$ cat config.mk
export PLATFORM = sky130hd
export DESIGN_NAME = error_injection_sequencer_flat
export DESIGN_NICKNAME = d
export VERILOG_FILES = /design/src/rtl/error_injection_sequencer_if.sv /design/src/rtl/error_injection_sequencer.sv /design/src/flat_wrapper.sv
export SDC_FILE = /design/constraint.sdc
export NUM_CORES = 1
export LEC_CHECK = 0
export ABC_AREA = 1
export ABC_CLOCK_PERIOD_IN_PS = 2800
export CAP_MARGIN = 40
export CORE_MARGIN = 4
export CORE_UTILIZATION = 55
export DETAILED_ROUTE_END_ITERATION = 16
export PLACE_DENSITY = 0.79
export RECOVER_POWER = 100
export SYNTH_ARGS = -nofsm -noshare
export SYNTH_HDL_FRONTEND = slang
export SYNTH_SLANG_ARGS = --single-unit
$ cat constraint.sdc
create_clock -name clk -period 2.8 [get_ports clk]
set_input_delay 0.56 -clock clk [delete_from_list [all_inputs] [get_ports clk]]
set_output_delay 0.56 -clock clk [all_outputs]
set_load 0.01 [all_outputs]
$ cat src/rtl/error_injection_sequencer_if.sv
// Command and injection-bus bundle of the error-injection sequencer.
// master = host/parser + routers, slave = sequencer.
interface error_injection_sequencer_if #(
   parameter int ID_W = 16
);
   logic            cmd_valid;
   logic            cmd_ready;
   logic [ID_W-1:0] cmd_id;
   logic [1:0]      cmd_mode;
   logic [15:0]     cmd_count;
   logic [15:0]     cmd_gap;
   logic            trig;
   logic            abort;
   logic            err_en;
   logic [ID_W-1:0] err_ctrl;
   logic            busy;
   logic            done;
   logic [15:0]     inj_cnt;

   modport master (
      output cmd_valid, cmd_id, cmd_mode, cmd_count, cmd_gap,
      output trig, abort,
      input  cmd_ready, err_en, err_ctrl, busy, done, inj_cnt
   );

   modport slave (
      input  cmd_valid, cmd_id, cmd_mode, cmd_count, cmd_gap,
      input  trig, abort,
      output cmd_ready, err_en, err_ctrl, busy, done, inj_cnt
   );
endinterface

$ cat src/rtl/error_injection_sequencer.sv
// Error-injection sequencer: turns one host command into timed
// err_en/err_ctrl pulses on the bus shared by all region routers.
module error_injection_sequencer #(
   parameter int              ID_W    = 16,
   parameter logic [ID_W-1:0] IDLE_ID = 16'hFFFF,
   parameter int              JIT_W   = 4
) (
   input  logic                       clk,
   input  logic                       rst_n,
   error_injection_sequencer_if.slave bus
);

   typedef enum logic [2:0] {
      S_IDLE,
      S_ARMED,
      S_WAIT,
      S_FIRE,
      S_DONE
   } state_t;

   state_t          state_q, state_d;
   logic [ID_W-1:0] id_q;
   logic [ID_W-1:0] ctrl_q, ctrl_d;
   logic [1:0]      mode_q;
   logic [15:0]     count_q;
   logic [15:0]     gap_q;
   logic [15:0]     cnt_q, cnt_d;
   logic [15:0]     inj_q, inj_d;
   logic [15:0]     lfsr_q;
   logic            en_q, en_d;
   logic            done_q, done_d;
   logic            accept;
   logic            jitter;
   logic            sweep;
   logic            last;
   logic            back2back;
   logic [16:0]     jit_sum;
   logic [15:0]     load_val;
   logic            fb;

   assign bus.cmd_ready = (state_q == S_IDLE);
   assign bus.busy      = (state_q != S_IDLE);
   assign bus.err_en    = en_q;
   assign bus.err_ctrl  = ctrl_q;
   assign bus.done      = done_q;
   assign bus.inj_cnt   = inj_q;

   // abort in IDLE blocks a same-cycle accept
   assign accept = bus.cmd_valid & bus.cmd_ready
                 & ~bus.abort;

   assign jitter = (mode_q == 2'd3);
   assign sweep  = (mode_q == 2'd2);
   assign last   = (inj_q == count_q);

   // WAIT spends counter+1 cycles low; repeat pulses in modes
   // 0-2 reload gap-1 so they sit exactly gap cycles apart, and
   // gap 0 fires back to back without passing through WAIT.
   assign back2back = !jitter && (gap_q == 16'd0);

   // 17-bit add so a large gap plus jitter clamps instead of wrapping
   assign jit_sum = {1'b0, gap_q}
                  + 17'(lfsr_q[JIT_W-1:0]);

   assign load_val = !jitter     ? gap_q :
                     jit_sum[16] ? 16'hFFFF :
                                   jit_sum[15:0];

   assign fb = lfsr_q[15] ^ lfsr_q[13]
             ^ lfsr_q[12] ^ lfsr_q[10];

   // State register
   always_ff @(posedge clk or negedge rst_n) begin
      if (!rst_n) state_q <= S_IDLE;
      else        state_q <= state_d;
   end

   // Next-state decode; abort wins in every busy state
   always_comb begin
      state_d = state_q;
      unique case (state_q)
         S_IDLE: begin
            if (accept) state_d = S_ARMED;
         end
         S_ARMED: begin
            if (bus.abort)     state_d = S_IDLE;
            else if (bus.trig) state_d = S_WAIT;
         end
         S_WAIT: begin
            if (bus.abort)           state_d = S_IDLE;
            else if (cnt_q == 16'd0) state_d = S_FIRE;
         end
         S_FIRE: begin
            if (bus.abort)      state_d = S_IDLE;
            else if (last)      state_d = S_DONE;
            else if (back2back) state_d = S_FIRE;
            else                state_d = S_WAIT;
         end
         S_DONE: begin
            state_d = S_IDLE;
         end
         default: begin
            state_d = S_IDLE;
         end
      endcase
   end

   // Next values of the registered outputs and gap counter
   always_comb begin
      en_d   = (state_d == S_FIRE);
      done_d = (state_d == S_DONE);

      inj_d = inj_q;
      if (accept)
         inj_d = '0;
      else if (state_d == S_FIRE)
         inj_d = inj_q + 16'd1;

      ctrl_d = ctrl_q;
      if (accept)
         ctrl_d = bus.cmd_id;
      else if (state_d == S_IDLE || state_d == S_DONE)
         ctrl_d = IDLE_ID;
      else if (sweep && state_q == S_FIRE)
         ctrl_d = (ctrl_q == '1) ? id_q
                                 : ctrl_q + ID_W'(1);

      cnt_d = cnt_q;
      unique case (1'b1)
         (state_q == S_ARMED && state_d == S_WAIT):
            cnt_d = load_val;
         (state_q == S_FIRE && state_d == S_WAIT):
            cnt_d = jitter ? load_val : gap_q - 16'd1;
         (state_q == S_WAIT && state_d == S_WAIT):
            cnt_d = cnt_q - 16'd1;
         default: ;
      endcase
   end

   // Command fields captured at accept
   always_ff @(posedge clk or negedge rst_n) begin
      if (!rst_n) begin
         id_q    <= IDLE_ID;
         mode_q  <= 2'd0;
         count_q <= 16'd1;
         gap_q   <= 16'd0;
      end else if (accept) begin
         id_q    <= bus.cmd_id;
         mode_q  <= bus.cmd_mode;
         count_q <= (bus.cmd_mode == 2'd0 ||
                     bus.cmd_count == 16'd0)
                  ? 16'd1 : bus.cmd_count;
         gap_q   <= bus.cmd_gap;
      end
   end

   // Registered outputs and gap counter
   always_ff @(posedge clk or negedge rst_n) begin
      if (!rst_n) begin
         en_q   <= 1'b0;
         done_q <= 1'b0;
         ctrl_q <= IDLE_ID;
         inj_q  <= 16'd0;
         cnt_q  <= 16'd0;
      end else begin
         en_q   <= en_d;
         done_q <= done_d;
         ctrl_q <= ctrl_d;
         inj_q  <= inj_d;
         cnt_q  <= cnt_d;
      end
   end

   // Free-running jitter source, seeded nonzero so it never locks up
   always_ff @(posedge clk or negedge rst_n) begin
      if (!rst_n) lfsr_q <= 16'h0001;
      else        lfsr_q <= {lfsr_q[14:0], fb};
   end

endmodule

$ cat src/flat_wrapper.sv
// flat-port wrapper written by rule: the top's interface ports become plain ports
module error_injection_sequencer_flat 
#(
   parameter int              ID_W    = 16,
   parameter logic [ID_W-1:0] IDLE_ID = 16'hFFFF,
   parameter int              JIT_W   = 4
)
  (clk, rst_n, bus_cmd_valid, bus_cmd_id, bus_cmd_mode, bus_cmd_count, bus_cmd_gap, bus_trig, bus_abort, bus_cmd_ready, bus_err_en, bus_err_ctrl, bus_busy, bus_done, bus_inj_cnt);
  error_injection_sequencer_if #(.ID_W(ID_W)) bus_i ();
  input  logic clk;
  input  logic rst_n;
  input wire logic [$bits(bus_i.cmd_valid)-1:0] bus_cmd_valid;
  input wire logic [$bits(bus_i.cmd_id)-1:0] bus_cmd_id;
  input wire logic [$bits(bus_i.cmd_mode)-1:0] bus_cmd_mode;
  input wire logic [$bits(bus_i.cmd_count)-1:0] bus_cmd_count;
  input wire logic [$bits(bus_i.cmd_gap)-1:0] bus_cmd_gap;
  input wire logic [$bits(bus_i.trig)-1:0] bus_trig;
  input wire logic [$bits(bus_i.abort)-1:0] bus_abort;
  output wire logic [$bits(bus_i.cmd_ready)-1:0] bus_cmd_ready;
  output wire logic [$bits(bus_i.err_en)-1:0] bus_err_en;
  output wire logic [$bits(bus_i.err_ctrl)-1:0] bus_err_ctrl;
  output wire logic [$bits(bus_i.busy)-1:0] bus_busy;
  output wire logic [$bits(bus_i.done)-1:0] bus_done;
  output wire logic [$bits(bus_i.inj_cnt)-1:0] bus_inj_cnt;
  assign bus_i.cmd_valid = bus_cmd_valid;
  assign bus_i.cmd_id = bus_cmd_id;
  assign bus_i.cmd_mode = bus_cmd_mode;
  assign bus_i.cmd_count = bus_cmd_count;
  assign bus_i.cmd_gap = bus_cmd_gap;
  assign bus_i.trig = bus_trig;
  assign bus_i.abort = bus_abort;
  assign bus_cmd_ready = bus_i.cmd_ready;
  assign bus_err_en = bus_i.err_en;
  assign bus_err_ctrl = bus_i.err_ctrl;
  assign bus_busy = bus_i.busy;
  assign bus_done = bus_i.done;
  assign bus_inj_cnt = bus_i.inj_cnt;
  error_injection_sequencer #(.ID_W(ID_W), .IDLE_ID(IDLE_ID), .JIT_W(JIT_W)) u_core (.clk(clk), .rst_n(rst_n), .bus(bus_i));
endmodule
==> Word level (Yosys, flattened, before mapping) <==
Cells that the tools add are included.
{ "op_classes": {"add_sub_neg": 5, "eq_ne": 10, "mux": 20, "bitwise": 6, "n_reduce_logical": 18} }
{ "ops": {"columns": ["op", "count"], "rows": [
  ["$mux W16", 10],
  ["$logic_not A16 Y1", 3],
  ["$pmux W16 S3", 1],
  ["$add A16 B1 Y16 const B", 2],
  ["$sub A16 B1 Y16 const B", 2],
  ["$mux W3", 7],
  ["$add A16 B4 Y17", 1],
  ["$eq A16 B16 Y1", 1],
  ["$eq A16 B16 Y1 const B", 1],
  ["$eq A3 B2 Y1 const B", 4],
  ["$pmux W3 S4", 1],
  ["$reduce_bool A3 Y1", 3],
  ["$logic_not A3 Y1", 2],
  ["$logic_and A1 B1 Y1", 5],
  ["$eq A2 B2 Y1 const B", 2],
  ["$eq A3 B1 Y1 const B", 1],
  ["$eq A3 B3 Y1 const B", 1],
  ["$xor A1 B1 Y1", 3],
  ["$and A1 B1 Y1", 2],
  ["$logic_not A2 Y1", 1],
  ["$logic_or A1 B1 Y1", 2],
  ["$reduce_bool A2 Y1", 1],
  ["$logic_not A1 Y1", 1],
  ["$mux W1", 1],
  ["$not A1 Y1", 1]
]} }
{ "totals": {"ff_bits": 119, "in_bits": 55, "out_inout_bits": 36} }

==> Depth between registers and ports, before layout <==
Gate-level depths: netlist (run 1).
{ "depth": {"word_depth": 11, "depth_mapped": 16, "depth_no_buf": 16} }

==> Worst setup path after synthesis (run 1) <==
OpenSTA, ideal clock, no wires.
{ "synth_timing": {"kind": "flip-flop to flip-flop", "from": "reg u_core.gap_q[0]", "to": "reg u_core.cnt_q[1]", "arrival_time_ns": 2.108, "required_time_ns": 2.687, "setup_slack_ns": 0.579, "stages_incl_launch_ff": 13, "path_buffers": 0, "cell_sequence": "dfrtp_1 > ha_1 > fa_1 > nand2_1 > nor2_1 > nor2_1 > o21ai_1 > or2_2 > o21ai_0 > nand3b_1 > nand3_1 > nand2_1 > inv_1"} }
{ "synth_between": {"elab_chain_len": 9, "word_cells_on_any_way": 17, "classes_between": "2 x add/sub; 1 x eq/ne; 8 x mux; 6 x reduce/logical"} }
{ "synth_rtl": {"columns": ["item", "line_no", "rtl"], "rows": [
  ["start: declaration", "error_injection_sequencer.sv:26", "logic [15:0] gap_q;"],
  ["start signal: assignment", "error_injection_sequencer.sv:153", "gap_q <= bus.cmd_gap;"],
  ["$logic_not A16 Y1", "error_injection_sequencer.sv:59", "assign back2back = !jitter && (gap_q == 16'd0);"],
  ["$logic_and A1 B1 Y1", "error_injection_sequencer.sv:59", null],
  ["$mux W1", "error_injection_sequencer.sv:96", "else if (back2back) state_d = S_FIRE;"],
  ["$mux W3", "error_injection_sequencer.sv:95", "else if (last) state_d = S_DONE;"],
  ["$mux W3", "error_injection_sequencer.sv:94", "if (bus.abort) state_d = S_IDLE;"],
  ["$pmux W3 S4", "error_injection_sequencer.sv:81", "unique case (state_q)"],
  ["$eq A3 B2 Y1", "error_injection_sequencer.sv:130, error_injection_sequencer.sv:132, error_injection_sequencer.sv:134", null],
  ["$logic_and A1 B1 Y1 (on tied branches)", "error_injection_sequencer.sv:134, error_injection_sequencer.sv:130, error_injection_sequencer.sv:132", null],
  ["$pmux W16 S3 / $reduce_bool A3 Y1 (equally long branches)", null, null],
  ["end signal: assignment", "error_injection_sequencer.sv:170", "cnt_q <= cnt_d;"],
  ["end: declaration", "error_injection_sequencer.sv:27", "logic [15:0] cnt_q, cnt_d;"]
]} }
Parallel ways exist; a longest one is shown, timed or not.
A chain may end at the register's enable or synchronous reset.

==> Final worst setup path (run 1) <==
{ "layout_timing": {"from": "reg u_core.gap_q[13]", "to": "reg u_core.inj_q[3] (netlist: u_core.bus.inj_cnt[3])"} }
{ "layout_between": {"elab_chain_len": 8} }
{ "layout_rtl": {"columns": ["item", "line_no", "rtl"], "rows": [
  ["$logic_not A16 Y1", "error_injection_sequencer.sv:59", null],
  ["$logic_and A1 B1 Y1", "error_injection_sequencer.sv:59", null],
  ["$mux W1", "error_injection_sequencer.sv:96", null],
  ["$mux W3", "error_injection_sequencer.sv:95", null],
  ["$mux W3", "error_injection_sequencer.sv:94", null],
  ["$pmux W3 S4", "error_injection_sequencer.sv:81", null],
  ["$eq A3 B2 Y1", "error_injection_sequencer.sv:116", "else if (state_d == S_FIRE)"],
  ["$reduce_bool A2 Y1 (no line)", null, null],
  ["end signal: assignment", "error_injection_sequencer.sv:169", "inj_q <= inj_d;"],
  ["end: declaration", "error_injection_sequencer.sv:28", "logic [15:0] inj_q, inj_d;"]
]} }
Every way passes these cells.

==> reports/metrics.csv, run 1 <==
stage,metric,value,unit
status,status,finished with violations,
status,violations,"capacitance limit, slew limit",
routing,antenna_left,0,
logic_synthesis,synth_area_leaders,"dfrtp_1 28%, nand2_1 14%, dfstp_2 12%",
grt,track_usage,27.7,%
logic_synthesis,yosysTopAreaCell,dfrtp_1,
logic_synthesis,synth_edf_count,0,
cts,cts_made_buffers,17,
placement,placed_cell_area,0.00874,mm2
logic_synthesis,yosys.cell_types.count,48,
timing,finalMaxSlewViolations,37,
routing,firstDrtPassIters,6,
cts,cts_tree,built,
logic_synthesis,ys_ff_latch,119,
cts,ctsRootBufferMaster,clkbuf_16,
timing,fmax,373,MHz
worst_setup_path,crit_path_end_kind,flop,
floorplanning,die-area,0.0158,mm2
timing,period_share,95.8,%
placement,post-place-ws,261,ps
cts,htree_levels,4,
worst_setup_path,crit_arrival,3030,ps
floorplanning,num_rows,42,
floorplanning,core_area,0.0134,mm2
timing,tns,0,ps
grt,grt_max_degree,59,
floorplanning,die_w,126,um
placement,io_buffers,90,
layout,nets,1217,
placement,place.gp.congestion,0.948,
routing,vias_per_cell,5.49,
power,fin_total_pwr,7030,uW
layout,postLayoutCellArea,0.00927,mm2
layout,n_antenna_cell,0,
worst_setup_path,critical_path_required,3140,ps
grt,antenna_found_initial,0,
routing,drt_iter0_drc,793,
layout,fillCellCount,1170,
power,p_leak,0.00431,uW
layout,drive_gt1_share,9.11,%
cts,ctsHoldBuffers,0,
logic_synthesis,ys_async_sr_fraction,100,%
grt,grt_pass1_wl,35.5,mm
min_path,hold_depth,0,
timing,setup_viol,0,
floorplanning,io_pins,91,
routing,wire_per_inst,15.9,um
logic_synthesis,synth-main-ff-cell,dfrtp_1,
timing,layout_setup_ws,117,ps
logic_synthesis,syn-num-nets,1119,
logic_synthesis,syn_avg_cell_area,7.21,um2
routing,drcViolationCount,0,
worst_setup_path,critical_path_class,reg2reg,
worst_setup_path,reg2reg_depth,10,
cts,clockBufferDepth,2,
cts,clk_pin_slew_worst_paths,50,ps
logic_synthesis,yosysMostFrequentCell,nand2_1,
timing,period_needed,2680,ps
logic_synthesis,yosysSeqAreaShare,39.8,%
cts,post_cts_buffers,0,
logic_synthesis,yosys-top-cells-count,"280 x nand2_1, 134 x nor2_1, 106 x inv_1",
cts,cts.sinks,119,
power,ir_worst_vdd,0.461,mV
timing,fin_worst_skew,7.50,ps
placement,dp_hpwl,15.5,mm
timing,rsz0062_at_grt,no,
job,max_cap_viol_count,1,
grt,grt_overflow_total,0,
timing,tightestPinTransition,1970,ps
timing,maxSlewHeadroom,-31.0,%
logic_synthesis,syn_area,0.00759,mm2
logic_synthesis,synth_cells,1053,
grt,grt_pass1_vias,7207,
worst_setup_path,critPathLaunchType,flop,
worst_setup_path,critPathMaxFanout,11,
logic_synthesis,netlist.area_leader.share,28.0,%
min_path,hp-class,reg2reg,
logic_synthesis,yosysWarningCount,0,
cts,clock_latency,420,ps
routing,routed_wl,21.3,mm
routing,vias,7353,
floorplanning,fp.dieH,126,um
floorplanning,initial_core_util,56.7,%
timing,hold_violations,0,
power,powerDensity,758,mW/mm2
layout,synthToLayoutAreaGrowth,22.1,%
## per-stage QoR
step / std cells / hold slack, ps / util [%]
floorplan: 1053 / 264 / -
global placement: 1308 / 333 / 65.2
detailed placement: 1308 / 335 / 65.2
CTS: 1340 / 99.2 / 69.6
global route: 1340 / 350 / 69.2
finish: 1340 / 345 / 69.2
## what timing repair did
item | CTS | global route
setup endpoints to repair | 0 | 1
resized for setup | 0 | 1
hold endpoints to repair | 0 | 0
## worst paths after layout
path                       slack [ps]             start                    end
max                               120  u_core.gap_q[13]  u_core.bus.inj_cnt[3]
min                               350  u_core.lfsr_q[6]       u_core.lfsr_q[7]
max reg2reg                       120  u_core.gap_q[13]  u_core.bus.inj_cnt[3]
min reg2reg                       350  u_core.lfsr_q[6]       u_core.lfsr_q[7]
max in group asynchronous         540             rst_n       u_core.cnt_q[12]
min in group asynchronous         690             rst_n      u_core.lfsr_q[15]
## report_power, final
part / internal [uW] / switching [uW] / total (uW) / leakage, uW
clock network: 1440 / 778 / 2220 / 0.000295
logic: 879 / 1340 / 2220 / 0.00255
registers: 2190 / 404 / 2590 / 0.00146
total: 4510 / 2520 / 7030 / 0.00431
## cells in the final DEF (no fill, tap or decap), types with 3 or more instances in the layout
master / synthesis / final
nand2_1: 280 / 283
nor2_1: 134 / 133
inv_1: 106 / 107
nand3_1: 96 / 97
dfrtp_1: 85 / 85
o21ai_0: 75 / 83
clkdlybuf4s50_1: 0 / 51
xor2_1: 39 / 39
dlygate4sd3_1: 0 / 38
dfstp_2: 34 / 34
a21oi_1: 26 / 26
nand4_1: 20 / 20
nor3_1: 18 / 18
clkbuf_16: 0 / 17
xnor2_1: 13 / 13
buf_4: 1 / 11
nand3b_1: 10 / 10
nor4_1: 10 / 10
ha_1: 10 / 10
o21a_1: 6 / 6
o31ai_1: 6 / 6
clkbuf_1: 9 / 6
inv_2: 6 / 5
clkinv_2: 0 / 5
clkbuf_2: 0 / 5
or2_2: 4 / 4
o21ai_1: 11 / 3
o22ai_1: 3 / 3
bufinv_16: 0 / 3
## layer usage
layer	track usage, %	wire length (um)
met3	6.44	1310
met2	45.3	10200
met4	10.3	516
met1	35.8	9320
met5	0	0
## registers in the layout, indices dropped and copies added (netlist names)
register and count:
u_core.lfsr_q 16, u_core.cnt_q 16, u_core.bus.inj_cnt 16, u_core.mode_q 2, u_core.bus.done 1, u_core.bus.err_ctrl 16
u_core.bus.err_en 1, u_core.gap_q 16, u_core.state_q 3, u_core.count_q 16, u_core.id_q 16
## area by class of cell
class / count / area (um2) / area share, %
Clock inverter: 9 / 124 / 1.34
Inverter: 115 / 437 / 4.71
Timing Repair Buffer: 108 / 1030 / 11.1
Multi-Input combinational cell: 790 / 3980 / 42.9
Sequential cell: 119 / 3020 / 32.6
Tap cell: 176 / 220 / 2.37
Clock buffer: 23 / 468 / 5.05
## critical path, cell delays in order (launching register included)
cell and delay, ps:
dfrtp_1 470, inv_1 210, nand2_1 90, inv_1 120, nand3_1 80, nor4_1 470, nand4_1 150, nand2_1 260
clkbuf_1 450, a21oi_1 140, nor3_1 180
## kinds of logic (layout without fill, tap and decap cells)
| kind of cell | after synthesis | count (layout) | share of synthesized area, % |
|---|---|---|---|
| AO/OA/AOI/OAI | 133 | 133 | 9.51 |
| XOR/XNOR | 52 | 52 | 6.00 |
| adder cells (fa/ha/maj) | 11 | 11 | 1.91 |
| buffers and inverters | 144 | 255 | 7.56 |
| flip-flops | 119 | 119 | 39.8 |
| AND/OR/NAND/NOR | 594 | 594 | 35.3 |
Power figures use the tool's default switching activity.
==> run 2, diff against run 1 <==
SLEW_MARGIN = 20   (was default)
==> results of run 2 <==
No change in the layout: final DEF, timing and power equal those of run 1.
==> run 3, diff against run 2 <==
CORE_MARGIN = 10   (was 4)
==> run 3 against run 2 <==
  * The run still ends with capacitance limit, slew limit left
  * Global-route usage is 3.2 points lower
  * Flip-flop and latch count stayed put
  * Sequential share of layout area is 0.39 points lower
  * Largest power group unchanged
==> reports/metrics.csv, run 3 (synthesis results as in run 1) <==
stage,metric,value,unit
status,status,finished with violations,
status,violations,"capacitance limit, slew limit",
power,pwr-share-comb,30.4,%
worst_setup_path,critPathLaunchType,flop,
power,power_frac_seq,35.8,%
cts,ctsHoldBuffers,0,
routing,drcViolationCount,0,
placement,placed_cell_area,0.00875,mm2
grt,antenna_found_initial,0,
worst_setup_path,critPathMaxFanout,6,
timing,setup_viol,0,
routing,vias_per_cell,5.58,
routing,drt_iter0_drc,666,
worst_setup_path,worstPathCellList,ha_1 -> fa_2 -> nand2_1 -> nor2_1 -> nor2_2 -> buf_4 -> nor2_1 -> nand3_1 -> nor2_2 -> nor2_1 -> nor2_1 -> nor2_1 -> o21ai_0 -> nand2_1 -> nand2_1 -> nand2_1,
cts,cts_resized,0,
timing,fmax,394,MHz
grt,track_usage,24.5,%
layout,final_cell_mix,"283 x nand2_1, 131 x nor2_1, 109 x inv_1, 96 x nand3_1, 85 x dfrtp_1",
worst_setup_path,critical_path_required,3110,ps
cts,ctsRootBufferMaster,clkbuf_16,
power,p_leak,0.00434,uW
min_path,hp-class,reg2reg,
cts,cts_tree,built,
placement,io_buffers,90,
timing,period_share,90.7,%
floorplanning,fp.dieH,138,um
power,sw_frac_of_total,35.7,%
floorplanning,die-area,0.0189,mm2
floorplanning,num_rows,42,
power,fin_total_pwr,7270,uW
power,p_int,4680,uW
grt,grt_pass1_vias,7550,
layout,finalNonFillerCells,1342,
timing,whs,351,ps
routing,firstDrtPassIters,6,
cts,cts_made_buffers,17,
layout,fillCellCount,1107,
worst_setup_path,slowest_stage,dfstp_2,
min_path,hold_depth,0,
routing,vias,7482,
min_path,holdPathEnd,u_core.lfsr_q[9],
timing,fin_worst_skew,8.89,ps
routing,antenna_left,0,
cts,cts.sinks,119,
timing,period_needed,2540,ps
cts,post_cts_buffers,0,
placement,dp_hpwl,16.2,mm
cts,clk_pin_slew_worst_paths,60,ps
layout,drive_gt1_share,9.52,%
worst_setup_path,critical_path_class,reg2reg,
worst_setup_path,crit_path_frequent_cell,nor2_1,
grt,grt_pass1_wl,37.0,mm
worst_setup_path,crit_path_end_kind,flop,
worst_setup_path,max_stage_delay,530,ps
timing,maxSlewHeadroom,-59.5,%
cts,clockBufferDepth,2,
placement,dp_cells,1310,
worst_setup_path,reg2reg_depth,16,
timing,finalMaxSlewViolations,42,
routing,routed_wl,22.1,mm
timing,hold_violations,0,
min_path,min_from,u_core.lfsr_q[8],
layout,synthToLayoutAreaGrowth,23.6,%
cts,htree_levels,4,
layout,n_antenna_cell,0,
worst_setup_path,rr_endpoint,u_core.cnt_q[12],
grt,grt_max_degree,44,
job,max_cap_viol_count,1,
power,power_switching,2590,uW
worst_setup_path,reg2reg_from,u_core.lfsr_q[0],
placement,place.gp.congestion,1.05,
floorplanning,initial_core_util,56.7,%
timing,tightestPinTransition,2390,ps
power,ir_worst_vdd,0.457,mV
floorplanning,die_w,138,um
power,power.share.clock,33.8,%
floorplanning,io_pins,91,
layout,utilization,70.0,%
worst_setup_path,crit_arrival,2850,ps
cts,clock_latency,430,ps
worst_setup_path,rrSetupSlack,260,ps
layout,nets,1219,
routing,wire_per_inst,16.5,um
power,powerDensity,775,mW/mm2
layout,postLayoutCellArea,0.00938,mm2
grt,grt_overflow_total,0,
floorplanning,core_area,0.0134,mm2
layout,final_common_cell,nand2_1,
[run 3: cell count changes in the layout (fill, tap and decap cells not counted), moves of 3 or more]
cell and delta:
clkbuf_2 -3, inv_6 +3, clkinv_2 -4, o21ai_1 +4
o21ai_0 -4
[run 3: critical path: cells and delay by family (launching register included)]
family / cells / cell delay [ps]
simple gates: 12 / 1130
flops: 1 / 530
compound gates: 1 / 140
fa+ha+maj: 2 / 490
buf+inv: 1 / 140
[run 3: worst max path at each step]
stage          cells after the start               end        startpoint  slack, ps
6_report                          16  u_core.cnt_q[12]  u_core.lfsr_q[0]        260
5_1_grt                           16  u_core.cnt_q[12]  u_core.lfsr_q[0]         -2
4_1_cts                           13   u_core.cnt_q[1]   u_core.gap_q[0]        180
3_5_place_dp                      13   u_core.cnt_q[1]   u_core.gap_q[0]        230
3_3_place_gp                      13   u_core.cnt_q[1]   u_core.gap_q[0]        290
2_1_floorplan                     12   u_core.cnt_q[1]   u_core.gap_q[0]        580
[run 3: power groups by stage]
stage | Combinational, uW | Clock (uW) | Sequential (uW)
after floorplan | 1540 | 0 | 2510
after global placement | 2180 | 0 | 2610
after CTS | 2250 | 2470 | 2590
after global routing | 2520 | 2560 | 2650
after detailed placement | 2220 | 0 | 2600
final | 2210 | 2460 | 2600
[run 3: cell type report]
cell class / instances / area (um2) / share of cell area, %
clock buffers: 18 / 439 / 4.68
clock inverters: 14 / 219 / 2.33
inverters: 115 / 437 / 4.65
multi-input cells: 790 / 4000 / 42.6
flip-flops and latches: 119 / 3020 / 32.2
well taps: 176 / 220 / 2.35
repair buffers: 110 / 1050 / 11.2
[run 3: metrics by stage]
stage | setup slack, ps | TNS (ps)
floorplan | 579 | 0
global placement | 291 | 0
detailed placement | 232 | 0
CTS | 177 | 0
global route | -2.40 | -2.40
finish | 260 | 0
[run 3: layer usage]
metal	share of wire [%]	GRT usage (%)	up-vias
met5	0	0	-
met4	2.3	8.37	0
met3	6.9	6.66	58
met2	49	40.6	275
met1	42	29.9	3530
li1	-	-	3619
